File: src/rtl/yolo_axi_rd_arbiter.sv
// -----------------------------------------------------------------------------
// yolo_axi_rd_arbiter
//   Shares the single AXI master read port (AR/R) of yolo_engine between three
//   DRAM loaders (0: IFM, 1: filter, 2: bias/scale). Requesters are granted in
//   round-robin order. Each grant issues one INCR burst, and only one burst is
//   outstanding at a time. R beats are steered to the granted loader only, and
//   the grant is held until the RLAST beat completes.
//
// Ports
//   clk, rstn            clock, asynchronous active-low reset
//   req_valid/req_ready  per-requester burst request / one-hot accept (comb)
//   req_addr, req_len    per-requester byte address and AXI length (beats-1)
//   rd_data              M_RDATA broadcast to all requesters (comb)
//   rd_valid, rd_last    one-hot beat valid and qualified RLAST (comb)
//   rd_ready             per-requester beat ready
//   M_AR*                AXI read address channel (registered)
//   M_R*                 AXI read data channel; M_RREADY comb from rd_ready
//   busy                 FSM is not IDLE
//   grant_id             current or last granted requester
//   err                  sticky protocol/response error, cleared only by rstn
// -----------------------------------------------------------------------------
module yolo_axi_rd_arbiter #(
    parameter int unsigned AXI_WIDTH_AD = 32,
    parameter int unsigned AXI_WIDTH_DA = 32,
    parameter int unsigned AXI_WIDTH_ID = 4,
    parameter int unsigned N_REQ        = 3
) (
    input  logic                            clk,
    input  logic                            rstn,

    input  logic [N_REQ-1:0]                req_valid,
    output logic [N_REQ-1:0]                req_ready,
    input  logic [N_REQ*AXI_WIDTH_AD-1:0]   req_addr,
    input  logic [N_REQ*8-1:0]              req_len,

    output logic [AXI_WIDTH_DA-1:0]         rd_data,
    output logic [N_REQ-1:0]                rd_valid,
    output logic                            rd_last,
    input  logic [N_REQ-1:0]                rd_ready,

    output logic                            M_ARVALID,
    input  logic                            M_ARREADY,
    output logic [AXI_WIDTH_AD-1:0]         M_ARADDR,
    output logic [AXI_WIDTH_ID-1:0]         M_ARID,
    output logic [7:0]                      M_ARLEN,
    output logic [2:0]                      M_ARSIZE,
    output logic [1:0]                      M_ARBURST,

    input  logic                            M_RVALID,
    output logic                            M_RREADY,
    input  logic [AXI_WIDTH_DA-1:0]         M_RDATA,
    input  logic                            M_RLAST,
    input  logic [AXI_WIDTH_ID-1:0]         M_RID,
    input  logic [1:0]                      M_RRESP,

    output logic                            busy,
    output logic [1:0]                      grant_id,
    output logic                            err
);

    localparam int unsigned GNT_W = 2;
    localparam int unsigned LEN_W = 8;

    typedef enum logic [1:0] {
        IDLE = 2'd0,
        ADDR = 2'd1,
        DATA = 2'd2
    } state_e;

    state_e                  state_q, state_d;
    logic [GNT_W-1:0]        last_grant_q, last_grant_d;
    logic [GNT_W-1:0]        grant_q, grant_d;
    logic [AXI_WIDTH_AD-1:0] addr_q, addr_d;
    logic [LEN_W-1:0]        len_q, len_d;
    logic [AXI_WIDTH_ID-1:0] id_q, id_d;
    logic [LEN_W-1:0]        cnt_q, cnt_d;
    logic                    err_q, err_d;
    // Low for the first cycle after reset release so no grant is offered then.
    logic                    active_q;

    logic                    win_found;
    logic [GNT_W-1:0]        win_idx;

    // Cyclic position k steps after the last granted requester.
    function automatic logic [GNT_W-1:0] rr_idx(input logic [GNT_W-1:0] last,
                                                input int unsigned      k);
        int unsigned s;
        s = (32'(last) + k) % N_REQ;
        return GNT_W'(s);
    endfunction

    // Round-robin search: first valid requester starting at last_grant+1, so
    // the requester just served is considered last.
    always_comb begin
        win_found = 1'b0;
        win_idx   = '0;
        for (int unsigned k = 1; k <= N_REQ; k++) begin
            if (!win_found && req_valid[rr_idx(last_grant_q, k)]) begin
                win_found = 1'b1;
                win_idx   = rr_idx(last_grant_q, k);
            end
        end
    end

    // Next-state and channel steering.
    always_comb begin
        state_d      = state_q;
        last_grant_d = last_grant_q;
        grant_d      = grant_q;
        addr_d       = addr_q;
        len_d        = len_q;
        id_d         = id_q;
        cnt_d        = cnt_q;
        err_d        = err_q;
        req_ready    = '0;
        rd_valid     = '0;
        M_RREADY     = 1'b0;
        rd_last      = 1'b0;

        unique case (state_q)
            IDLE: begin
                if (active_q && win_found) begin
                    req_ready[win_idx] = 1'b1;
                    grant_d = win_idx;
                    addr_d  = req_addr[32'(win_idx)*AXI_WIDTH_AD +: AXI_WIDTH_AD];
                    len_d   = req_len[32'(win_idx)*LEN_W +: LEN_W];
                    id_d    = AXI_WIDTH_ID'(win_idx);
                    cnt_d   = '0;
                    state_d = ADDR;
                end
            end

            ADDR: begin
                if (M_ARREADY) begin
                    state_d = DATA;
                end
            end

            DATA: begin
                rd_valid[grant_q] = M_RVALID;
                M_RREADY          = rd_ready[grant_q];
                rd_last           = M_RLAST;
                if (M_RVALID && rd_ready[grant_q]) begin
                    cnt_d = cnt_q + 8'd1;
                    // Errors are only flagged; the beat is still delivered.
                    if (M_RRESP != 2'b00)              err_d = 1'b1;
                    if (M_RID != id_q)                 err_d = 1'b1;
                    if (M_RLAST && (cnt_q != len_q))   err_d = 1'b1;
                    if (!M_RLAST && (cnt_q == len_q))  err_d = 1'b1;
                    if (M_RLAST) begin
                        last_grant_d = grant_q;
                        cnt_d        = '0;
                        state_d      = IDLE;
                    end
                end
            end

            default: begin
                state_d = IDLE;
            end
        endcase
    end

    // State and latched burst fields.
    always_ff @(posedge clk or negedge rstn) begin
        if (!rstn) begin
            state_q      <= IDLE;
            last_grant_q <= GNT_W'(N_REQ - 1);
            grant_q      <= '0;
            addr_q       <= '0;
            len_q        <= '0;
            id_q         <= '0;
            cnt_q        <= '0;
            err_q        <= 1'b0;
            active_q     <= 1'b0;
        end else begin
            state_q      <= state_d;
            last_grant_q <= last_grant_d;
            grant_q      <= grant_d;
            addr_q       <= addr_d;
            len_q        <= len_d;
            id_q         <= id_d;
            cnt_q        <= cnt_d;
            err_q        <= err_d;
            active_q     <= 1'b1;
        end
    end

    assign M_ARVALID = (state_q == ADDR);
    assign M_ARADDR  = addr_q;
    assign M_ARID    = id_q;
    assign M_ARLEN   = len_q;
    assign M_ARSIZE  = 3'b010;
    assign M_ARBURST = 2'b01;
    assign rd_data   = M_RDATA;
    assign busy      = (state_q != IDLE);
    assign grant_id  = grant_q;
    assign err       = err_q;

endmodule

File: config.mk
export PLATFORM = sky130hd
export DESIGN_NAME = yolo_axi_rd_arbiter
export DESIGN_NICKNAME = d
export VERILOG_FILES = /design/src/rtl/yolo_axi_rd_arbiter.sv
export SDC_FILE = /design/constraint.sdc
export NUM_CORES = 1
export LEC_CHECK = 0
export CORE_UTILIZATION = 37
export CTS_BUF_LIST = sky130_fd_sc_hd__clkbuf_4 sky130_fd_sc_hd__clkbuf_8 sky130_fd_sc_hd__clkbuf_16
export DETAILED_ROUTE_END_ITERATION = 8
export PLACE_DENSITY = 0.88
export RECOVER_POWER = 50
export SLEW_MARGIN = 40
export SYNTH_ARGS = -nofsm -noshare
export SYNTH_HDL_FRONTEND = slang
export SYNTH_SLANG_ARGS = --single-unit
File: constraint.sdc
create_clock -name clk -period 2.19 [get_ports clk]
set_input_delay 0.3285 -clock clk [delete_from_list [all_inputs] [get_ports clk]]
set_output_delay 0.3285 -clock clk [all_outputs]
set_load 0.03 [all_outputs]
* Yosys cells after proc, flatten, opt, wreduce, memory -nomap -nowiden
Index checks and enable logic that the tools add are counted.
** Storage, ports and cells
- Register bits after elaboration :: 56
- Latch bits :: 0
- RAM bits :: 0
- Memory bits (read-only) :: 0
- Bits of input ports :: 169
- Word-level logic and storage cells :: 91
- Memories kept :: 0
** Operators by class
- $add $sub $neg :: 4
- Multipliers :: 0
- Div/mod/pow operators :: 3
- Magnitude comparators :: 7
- Eq/ne operators :: 9
- Shifts and indexed selects :: 2
- Multiplexer cells :: 36
- Bitwise gates (word level) :: 1
- Reduce and logical (&&, ||, !) cells :: 21
** Operator list (count)
- modulo 32 x 2 -> 32 bit, second input constant :: 3
- indexed part select 96 x 8 -> 32 bit :: 1
- 2-to-1 mux 8 bit :: 3
- indexed part select 24 x 6 -> 8 bit :: 1
- case mux 8 bit (2 select lines) :: 1
- < comparator 2 x 3 -> 1 bit, second input constant :: 5
- 2-to-1 mux 1 bit :: 15
- 2-to-1 mux 2 bit :: 7
- 2-to-1 mux 3 bit :: 3
- AND reduction 3 bit :: 3
- adder 8 x 1 -> 8 bit, second input constant :: 1
- binary-select mux 1 bit (select 2 bit) :: 4
- equality test 8 bit :: 1
- logical AND 1 bit :: 8
- != test 8 bit :: 1
- adder 2 x 2 -> 3 bit, second input constant :: 2
- != test 2 bit, second input constant :: 3
- case mux 2 bit (3 select lines) :: 1
- nonzero test 2 bit :: 3
- demux 1 bit (select 2 bit) :: 2
- >= comparator 2 x 1 -> 1 bit, second input constant :: 2
- != test 4 x 2 -> 1 bit :: 1
- AND reduction 4 bit :: 1
- nonzero test 4 bit :: 1
- 8 further kinds :: 10

* Longest topological paths before layout
Gate-level depths: netlist of the first run.
- Depth after elaboration :: 17
- Mapped depth :: 10
- Gate-level depth less buffers :: 7

* Least setup slack after synthesis of the first run
No wires, ideal clock.
- Path type :: register -> output
- Start point :: reg last_grant_q[0]
- End point :: out req_ready[0]
- Data arrival time :: 2343 ps
- Data required time :: 1862 ps
- Path slack :: -481 ps
- Stages on the path, launching flop included :: 10
- Buffers on the path :: 2
- Path through :: dfrtp_1 -> inv_1 -> ha_1 -> buf_4 -> mux2i_2 -> a311o_1 -> a311oi_2 -> a31oi_4 -> buf_6 -> a21oi_1
** Between the ends
- Word-level cells in the longest chain between the ends :: 17
** Ends and longest elaborated chain
- start, declared :: RTL line 71 : logic [GNT_W-1:0] last_grant_q, last_grant_d;
- start signal, assigned :: RTL line 168 : last_grant_q <= GNT_W'(N_REQ - 1);
- start signal, assigned :: RTL line 178 : last_grant_q <= last_grant_d;
- adder 2 x 1 -> 3 bit :: RTL line 88 : s = (32'(last) + k) % N_REQ;
- modulo 32 x 2 -> 32 bit :: RTL line 88
- binary-select mux 1 bit (select 2 bit) :: RTL line 98 : if (!win_found && req_valid[rr_idx(last_grant_q, k)]) begin
- 2-to-1 mux 1 bit (not written as such) :: RTL line 98
- 2-to-1 mux 1 bit :: RTL line 98
- logical NOT 1 bit :: RTL line 98
- logical AND 1 bit :: RTL line 98
- 2-to-1 mux 1 bit :: RTL line 98
- logical NOT 1 bit :: RTL line 98
- logical AND 1 bit :: RTL line 98
- 2-to-1 mux 2 bit :: RTL line 98
- < comparator 2 x 3 -> 1 bit (not written as such) or >= comparator 2 x 1 -> 1 bit (tied branches) :: RTL line 123 : req_ready[win_idx] = 1'b1;
- logical AND 1 bit (not written as such) :: RTL line 123
- 2-to-1 mux 1 bit (not written as such) :: RTL line 123
- demux 1 bit (select 2 bit) :: RTL line 123
- 2-to-1 mux 3 bit * :: RTL line 122 : if (active_q && win_found) begin
- 2-to-1 mux 3 bit * :: RTL line 120 : unique case (state_q)
- end, declared :: RTL line 32 : output logic [N_REQ-1:0] req_ready,
Mark *: on every way between the ends. The rest lies on a longest branch, timed or not. The select of a mux whose other input is x is not followed.

* Worst setup path after layout of the first run
- Start point :: reg last_grant_q[1]
- End point :: out req_ready[0]
The elaborated chain is that of the path after synthesis.

==> impl_metrics.tcl, run 1 <==
set metrics [dict create \
    vias 5944 \
    die_area_mm2 0.0144 \
    grt_use_total_pct 26.0 \
    cts-root-buf "clkbuf_16" \
    synth-seq-cells 56 \
    hold_path.class "in -> async" \
    ant_nets 0 \
    setup_ws_ps -417 \
    drive_above_1_share_pct 28.9 \
    drc 0 \
    finalCriticalPeriod_ps 2610 \
    ys.flop_type "dfrtp_1" \
    antenna_found_initial 0 \
    die_x_um 120 \
    nNetsFinal 1025 \
    clock_latency_ps 300 \
    end_kind "output pin" \
    r2r-start "last_grant_q[1]$_DFFE_PN1P_" \
    cts_htree_levels 2 \
    syn_avg_cell_area_um2 7.96 \
    grt_use_met1_pct 32.0 \
    fill_cells 1030 \
    cp_max_fo 8 \
    dp_cells 977 \
    synthCells 645 \
    regArea_mm2 0.00140 \
    grt_setup_unrepaired "yes" \
    ys_seq_area_share_pct 27.3 \
    clock_path_buffers 2 \
    max_cap_viol_count 1 \
    synth_top_area_share_pct 26.8 \
    cts_tree "done" \
    slew_headroom_pct -1.31 \
    fin_worst_skew_ps 10.4 \
    busiest_layer "met2" \
    grt_util_met3_pct 4.37 \
    placementRows 42 \
    io_pins 263 \
    grt_pass1_wl_mm 29.8 \
    pwr_density_cell_mw_per_mm2 1690 \
    die_h_um 120 \
    clk_pin_slew_ps 80 \
    drtIter0Drc 489 \
    period_share_pct 119 \
    synthToLayoutAreaGrowth_pct 67.2 \
    synth_top_cell_by_area "dfrtp_1" \
    dr.pass1.iters 5 \
    wl_mm 20.0 \
    maxSlewViolCount 25 \
    clock-sinks 56 \
    setup_viol 54 \
    r2r_slack_ps -310 \
    hold_violations 0 \
    fin_area_mm2 0.00859 \
    gr-total-overflow 0 \
    outcome "finished with violations" \
    grt_pass1_vias 5876 \
    p_leak_nw 3.55 \
    fin_total_pwr_mw 14.6 \
    core_area_mm2 0.0134 \
    dp_hpwl_mm 12.4 \
    placedInstanceArea_mm2 0.00727 \
    synth.area.top_cells "dfrtp_1 27%, a211oi_1 9.9%, nand2_1 6.7%" \
    syn_area_mm2 0.00514 \
    violations "max-capacitance violations, max-slew violations, negative setup slack" \
    final_cell_count_no_fill 1028 \
    gp_congestion 0.862 \
    irDropWorstVdd_mv 0.878 \
    num_antenna_cells 0 \
    start_kind "flip-flop" \
    worst-r2r-cell-count 10 \
    r2r_end "M_ARADDR[2]$_DFFE_PN0P_" \
    async_flop_share_pct 100 \
    tightest_slew_ps 1520 \
    initial_core_util_pct 38.3 \
    whs_ps 384 \
    yosysWarnings 0 \
    cts_hold_buf 0 \
    multi_input_area_mm2 0.00349 \
    viasPerCell 5.78 \
    synth_edf_count 0 \
    critical_path_class "reg -> out" \
    ys_types 57 \
    detail_route.wl_per_cell_um 19.4 \
    critPathArrivalTime_ps 2280 \
    numCtsBuffers 5 \
    crit_required_ps 1860 \
    clock.fmax_mhz 384 \
    use_met2_pct 45.6 \
    grt_max_degree 41 \
    io_buffers 191 \
    preCtsSetupSlack_ps -341 \
]
## worst max-delay path by stage
stage	startpoint	end	slack, ps	cells after the start
final	last_grant_q[1]$_DFFE_PN1P_	req_ready[0]	-420	7
after CTS	last_grant_q[1]$_DFFE_PN1P_	req_ready[0]	-400	7
after global placement	req_valid[0]	req_ready[1]	-320	7
after global routing	last_grant_q[1]$_DFFE_PN1P_	req_ready[0]	-480	9
after floorplan	last_grant_q[1]$_DFFE_PN1P_	req_ready[0]	-160	9
after detailed placement	req_valid[0]	req_ready[0]	-340	7
## critical path, stage by stage, from the launching register on
cell and delay [ps]:
dfstp_2 590, inv_2 70, ha_4 190, a211o_1 340, and2_4 160, o311a_4 320
a21oi_4 160, buf_6 140
## registers in the layout (all words and copies together) (netlist names)
register and cells:
active_q 1, M_ARID 2, last_grant_q 2, state_q 2, err 1, M_ARADDR 32, cnt_q 8, M_ARLEN 8
## power breakdown
part           switching, mW  leakage [nW]  internal (mW)
Combinational           6.02          2.76           5.85
Sequential             0.321         0.705           1.47
Clock                  0.396        0.0806          0.502
## cell families (layout without fill, tap and decap cells)
group / count (synthesis) / in the layout / share of synthesized area (%)
multiplexers: 7 / 7 / 1.73
buffers and inverters: 148 / 349 / 14.9
XOR/XNOR: 10 / 10 / 1.71
other: 2 / 8 / 0.146
adder cells (fa/ha/maj): 5 / 5 / 1.22
flip-flops: 56 / 56 / 27.3
AND/OR/NAND/NOR: 175 / 175 / 16.9
AO/OA/AOI/OAI: 242 / 242 / 36.1
## cell usage in the layout (no fill, tap or decap), types with 8 or more instances in the layout
cell	n
o21ai_2	15
buf_12	15
and2_4	26
o221ai_1	24
xor2_1	8
o21ai_0	37
conb_1	8
o21ai_1	32
dfrtp_1	54
o221ai_2	16
buf_6	21
nand2_1	91
and2_1	16
a211oi_1	44
inv_1	48
clkdlybuf4s50_1	184
clkbuf_16	8
buf_4	56
a211oi_2	32
## per-layer routing
| layer | part of all wire (%) | routed length [µm] |
|---|---|---|
| met3 | 7.9 | 1580 |
| met2 | 49 | 9830 |
| met5 | 0 | 0 |
| met4 | 3.1 | 621 |
| met1 | 40 | 7930 |
## synthesized netlist by cell type (all sizes together), types with 6 or more instances
master   n
a21oi    8
nand2   91
dfrtp   55
xor2     8
a211oi  82
o21ai   84
clkbuf  35
buf     62
nor2     7
nor2b    6
and2    42
inv     51
o221ai  40
a31oi    7
## area by class of cell
| cell class | instances | area share (%) |
|---|---|---|
| inverters | 51 | 2.26 |
| well taps | 176 | 2.56 |
| flip-flops and latches | 56 | 16.3 |
| multi-input cells | 447 | 40.7 |
| repair buffers | 290 | 36.3 |
| clock buffers | 8 | 1.86 |
## through the flow
step | setup TNS (ps) | utilization (%)
2_1_floorplan | -427 | -
3_3_place_gp | -11810 | 54.3
3_5_place_dp | -12660 | 54.3
4_1_cts | -9020 | 62.1
5_1_grt | -19340 | 64.1
6_report | -13880 | 64.1
## timing repair
action | in CTS | in global routing
hold endpoints to repair | 0 | 0
buffers inserted | 24 | 8
resized for setup | 136 | 40
pin swaps | 77 | 29
setup endpoints to repair | 54 | 55
gates cloned | 8 | 5
(Power assumes the default switching activity.)
==> run 2, diff against run 1 <==
--- a/config.mk
+++ b/config.mk
@@ -5,6 +5,7 @@
 export SDC_FILE = /design/constraint.sdc
 export NUM_CORES = 1
 export LEC_CHECK = 0
+export ABC_CLOCK_PERIOD_IN_PS = 2190
 export CORE_UTILIZATION = 37
 export CTS_BUF_LIST = sky130_fd_sc_hd__clkbuf_4 sky130_fd_sc_hd__clkbuf_8 sky130_fd_sc_hd__clkbuf_16
 export DETAILED_ROUTE_END_ITERATION = 8
==> constraint.sdc (replaced) <==
create_clock -name clk -period 2.19 [get_ports clk]
set_input_delay 0.3285 -clock clk [delete_from_list [all_inputs] [get_ports clk]]
set_output_delay 0.3285 -clock clk [all_outputs]
set_load 0.02 [all_outputs]
==> run 2 against run 1 <==
Effect of this change: the run ends with negative setup slack left; non-clock buffer count down 17; fmax rose by 0.53%; largest cell class unchanged; core utilization shrank 1.4 points; sequential power barely moved; critical path type unchanged.
==> impl_metrics.tcl, run 2 (synthesis gave the netlist of run 1 again) <==
set metrics [dict create \
    outcome "finished with violations" \
    violations "negative setup slack" \
    finalCriticalPeriod_ps 2590 \
    core_area_mm2 0.0134 \
    cp_num_cells 7 \
    r2r-start "last_grant_q[1]$_DFFE_PN1P_" \
    irDropWorstVdd_mv 0.892 \
    clock_path_buffers 2 \
    detail_route.wl_per_cell_um 20.4 \
    final_cell_mix "185 x clkdlybuf4s50_1, 89 x nand2_1, 53 x dfrtp_1, 51 x o21ai_0, 49 x inv_1" \
    grt_max_degree 44 \
    use_met2_pct 46.0 \
    fin_area_mm2 0.00840 \
    setup_ws_ps -403 \
    dp_hpwl_mm 11.8 \
    drc 0 \
    setup_total_negative_slack_ps -12220 \
    initial_core_util_pct 38.3 \
    maxSlewViolCount 0 \
    cts_htree_levels 2 \
    clk_pin_slew_ps 80 \
    slew_headroom_pct 2.38 \
    dr.pass1.iters 5 \
    cp_num_buf_inv 1 \
    fin_total_pwr_mw 13.9 \
    cp_max_fo 4 \
    viasPerCell 5.87 \
    clock.fmax_mhz 386 \
    fin_worst_skew_ps 9.60 \
    critPathArrivalTime_ps 2260 \
    die_x_um 120 \
    start_kind "flip-flop" \
    synthToLayoutAreaGrowth_pct 63.6 \
    wl_mm 20.7 \
    end_kind "output pin" \
    fin_util_pct 62.7 \
    largest_register_ffs 32 \
    vias 5931 \
    drtIter0Drc 504 \
    p_leak_nw 3.42 \
    numCtsBuffers 5 \
    busiest_layer "met2" \
    io_buffers 191 \
    grt_use_total_pct 26.1 \
    fill_cells 1116 \
    io_pins 263 \
    grt_util_met3_pct 4.18 \
    num_antenna_cells 0 \
    drive_above_1_share_pct 26.7 \
    grt_setup_unrepaired "yes" \
    path_cells "ha_4 > mux2i_4 > a311o_1 > a311oi_4 > a31oi_4 > a21oi_4 > buf_6" \
    worst-r2r-cell-count 11 \
    final_cell_count_no_fill 1011 \
    grt_pass1_vias 5820 \
    antenna_found_initial 0 \
    hold_violations 0 \
    dp_cells 963 \
    gp_congestion 0.855 \
    final_common_cell "clkdlybuf4s50_1" \
    nNetsFinal 1008 \
    r2r_end "M_ARADDR[19]$_DFFE_PN0P_" \
    setup_viol 52 \
    cp_slowest_cell "dfstp_2" \
    cts_tree "done" \
    whs_ps 370 \
    ant_nets 0 \
    die_area_mm2 0.0144 \
    crit_required_ps 1860 \
    period_share_pct 118 \
    tightest_slew_ps 1460 \
    gr-total-overflow 0 \
    max_stage_delay_ps 580 \
    clock-sinks 56 \
    grt_pass1_wl_mm 30.0 \
    pwr_density_cell_mw_per_mm2 1650 \
    r2r_slack_ps -300 \
    cts-root-buf "clkbuf_16" \
    die_h_um 120 \
    max_cap_viol_count 0 \
    hold_path.class "in -> async" \
    grt_use_met1_pct 32.4 \
    preCtsSetupSlack_ps -707 \
    critical_path_class "reg -> out" \
    crit_family "compound AO/OA/AOI/OAI gates" \
    clock_latency_ps 290 \
    placedInstanceArea_mm2 0.00711 \
    placementRows 42 \
]
## run 2: changes by cell type in the layout (fill, tap and decap cells not counted), moves of 6 or more
| cell | delta |
|---|---|
| and2_1 | +21 |
| and2_4 | -21 |
| buf_4 | -17 |
| o21ai_1 | -15 |
| o21ai_0 | +14 |
| o221ai_1 | -12 |
| o221ai_2 | +11 |
| a211oi_2 | +8 |
| buf_12 | -6 |
## run 2: how the worst max path moves through the flow
stage | slack, ps | startpoint | to
4_1_cts | -370 | last_grant_q[1]$_DFFE_PN1P_ | req_ready[0]
3_5_place_dp | -710 | req_valid[1] | req_ready[0]
2_1_floorplan | -120 | last_grant_q[1]$_DFFE_PN1P_ | req_ready[0]
5_1_grt | -460 | req_valid[1] | req_ready[0]
6_report | -400 | last_grant_q[1]$_DFFE_PN1P_ | req_ready[0]
3_3_place_gp | -690 | req_valid[0] | req_ready[0]
## run 2: power by group
part	total (mW)	internal, mW	switching (mW)
combinational	11.3	5.44	5.82
sequential	1.80	1.48	0.324
clock	0.835	0.450	0.384
## run 2: timing repair
action,in CTS,in global routing
pin swaps,73,31
hold buffers,0,0
endpoints found under the setup margin,56,56
gates resized for setup,129,41
setup buffers,16,10
cloned,9,7
## run 2: final cells by class
cell class / count / area (µm²) / area share (%)
multi-input combinational: 447 / 3490 / 41.5
sequential: 56 / 1410 / 16.7
clock buffer: 7 / 140 / 1.67
tap: 176 / 220 / 2.62
timing repair buffer: 273 / 2950 / 35.1
clock inverter: 1 / 5.00 / 0.0596
inverter: 51 / 194 / 2.31
## run 2: worst register-to-register path: stages (launching register included)
cell and delay, ps:
dfstp_2 580, inv_2 70, ha_4 180, buf_4 170
a21boi_4 180, a211oi_4 90, buf_4 150, buf_6 130
bufbuf_16 280, and2_1 170, a211oi_2 210, o221ai_1 130
## run 2: routing by layer
layer	routed length (µm)	vias up
li1	-	2656
met1	8330	2868
met2	10200	357
met3	1650	50
met4	488	0
met5	0	-
==> run 3, diff against run 2 <==
--- a/config.mk
+++ b/config.mk
@@ -6,6 +6,7 @@
 export NUM_CORES = 1
 export LEC_CHECK = 0
 export ABC_CLOCK_PERIOD_IN_PS = 2190
+export CORE_MARGIN = 4
 export CORE_UTILIZATION = 37
 export CTS_BUF_LIST = sky130_fd_sc_hd__clkbuf_4 sky130_fd_sc_hd__clkbuf_8 sky130_fd_sc_hd__clkbuf_16
 export DETAILED_ROUTE_END_ITERATION = 8
==> run 3 against run 2 <==
Effect of this change: the flow finishes with violations (max-capacitance violations, max-slew violations, negative setup slack); wire length shrank 0.38%; critical path depth did not move; hold slack improved by 38 ps; sequential share of layout area fell by 0.30 points; largest power group unchanged.
==> impl_metrics.tcl, run 3 (synthesis gave the netlist of run 1 again) <==
set metrics [dict create \
    pwr_density_cell_mw_per_mm2 1590 \
    detail_route.wl_per_cell_um 20.3 \
    whs_ps 408 \
    cp_max_fo 7 \
    wl_mm 20.6 \
    tightest_slew_ps 1570 \
    critPathArrivalTime_ps 2190 \
    grt_use_total_pct 25.3 \
    clk_pin_slew_ps 70 \
    cts-root-buf "clkbuf_16" \
    die_h_um 126 \
    initial_core_util_pct 38.3 \
    clock.fmax_mhz 398 \
    end_kind "output pin" \
    viasPerCell 5.69 \
    outcome "finished with violations" \
    drive_above_1_share_pct 26.3 \
    antenna_found_initial 1 \
    r2r_end "M_ARID[0]$_DFFE_PN0P_" \
    num_antenna_cells 0 \
    period_share_pct 115 \
    gp_congestion 0.823 \
    drtIter0Drc 395 \
    irDropWorstVdd_mv 0.988 \
    p_int_mw 7.26 \
    r2r_slack_ps -290 \
    fin_worst_skew_ps 8.64 \
    critical_path_class "reg -> out" \
    largest_register_ffs 32 \
    slew_headroom_pct -4.68 \
    finalCriticalPeriod_ps 2520 \
    setup_viol 54 \
    placementRows 42 \
    p_leak_nw 3.50 \
    clock_power_share_pct 7.3 \
    grt_max_degree 45 \
    fill_cells 1095 \
    startpoint "last_grant_q[1]$_DFFE_PN1P_" \
    cts_tree "done" \
    violations "max-capacitance violations, max-slew violations, negative setup slack" \
    dr.pass1.iters 4 \
    grt_pass1_vias 6246 \
    dp_hpwl_mm 12.8 \
    final_common_cell "clkdlybuf4s50_1" \
    power_switching_mw 6.34 \
    r2r-start "last_grant_q[1]$_DFFE_PN1P_" \
    core_area_mm2 0.0134 \
    grt_setup_unrepaired "yes" \
    path_cells "inv_2 > ha_4 > a211o_1 > and2_4 > o311a_1 > a21oi_4 > buf_6" \
    vias 5771 \
    gr-total-overflow 0 \
    ant_nets 0 \
    drc 0 \
    final_cell_mix "183 x clkdlybuf4s50_1, 91 x nand2_1, 53 x dfrtp_1, 48 x a211oi_1, 47 x inv_1" \
    synthToLayoutAreaGrowth_pct 66.6 \
    numCtsBuffers 5 \
    clock_path_buffers 2 \
    p_seq_share_pct 13.4 \
    nNetsFinal 1011 \
    crit_required_ps 1860 \
    max_stage_delay_ps 570 \
    swShare_pct 46.6 \
    maxSlewViolCount 27 \
    hold_path.class "in -> async" \
    die_area_mm2 0.0158 \
    io_buffers 191 \
    max_cap_viol_count 1 \
    hold_violations 0 \
    cts_htree_levels 2 \
    fin_util_pct 63.9 \
    start_kind "flip-flop" \
    worst-r2r-cell-count 13 \
    clock-sinks 56 \
    die_x_um 126 \
    setup_ws_ps -326 \
    clock_latency_ps 300 \
    io_pins 263 \
    cp_slowest_cell "dfstp_2" \
    combPwrFrac_pct 79.3 \
    grt_pass1_wl_mm 32.5 \
]
-- run 3: cell type report --
cell class	instances	area, µm²	area share (%)
well taps	176	220	2.57
inverters	51	194	2.27
multi-input cells	447	3460	40.4
clock buffers	7	153	1.78
clock inverters	1	30.0	0.351
repair buffers	276	3100	36.2
flip-flops and latches	56	1410	16.4
-- run 3: worst max-delay path by stage --
| stage | slack, ps | cells after the start | to |
|---|---|---|---|
| 2_1_floorplan | -120 | 9 | req_ready[0] |
| 3_3_place_gp | -710 | 7 | req_ready[0] |
| 3_5_place_dp | -720 | 7 | req_ready[0] |
| 4_1_cts | -360 | 8 | req_ready[0] |
| 5_1_grt | -400 | 8 | req_ready[0] |
| 6_report | -330 | 7 | req_ready[0] |
-- run 3: worst max-delay path: cells and delay by family (launching register included) --
kind	cells	cell delay, ps
compound gates	3	790
flops	1	570
buf+inv	2	190
fa+ha+maj	1	180
simple gates	1	160
-- run 3: repair_timing --
item | CTS | global route
gates cloned | 14 | 1
hold buffers | 0 | 0
pin swaps | 22 | 4
setup buffers | 25 | 0
setup endpoints to repair | 57 | 56
gates resized for setup | 161 | 36
-- run 3: through the flow --
stage	std cells	setup TNS [ps]	setup WS, ps	power (mW)	area (µm²)
after floorplan	651	-308	-117	6.87	5200
after global placement	970	-26700	-712	9.35	7180
after detailed placement	970	-26930	-720	9.52	7180
after CTS	1014	-13070	-357	13.2	8440
after global routing	1014	-21010	-404	14.4	8560
final	1014	-12200	-326	13.6	8560
-- run 3: power groups by stage --
stage | registers, mW | logic [mW] | clock network [mW]
after floorplan | 2.18 | 4.69 | 0
after global placement | 1.77 | 7.58 | 0
after detailed placement | 1.78 | 7.74 | 0
after CTS | 1.79 | 10.4 | 1.00
after global routing | 1.89 | 11.5 | 1.07
final | 1.83 | 10.8 | 0.993
-- run 3: layer usage --
| layer | up-vias | GRT usage, % | routed length (µm) |
|---|---|---|---|
| met5 | - | 0 | 13 |
| met4 | 2 | 10.2 | 714 |
| met3 | 56 | 6.01 | 1740 |
| met2 | 292 | 43.8 | 10000 |
| met1 | 2750 | 30.4 | 8120 |
| li1 | 2671 | - | - |
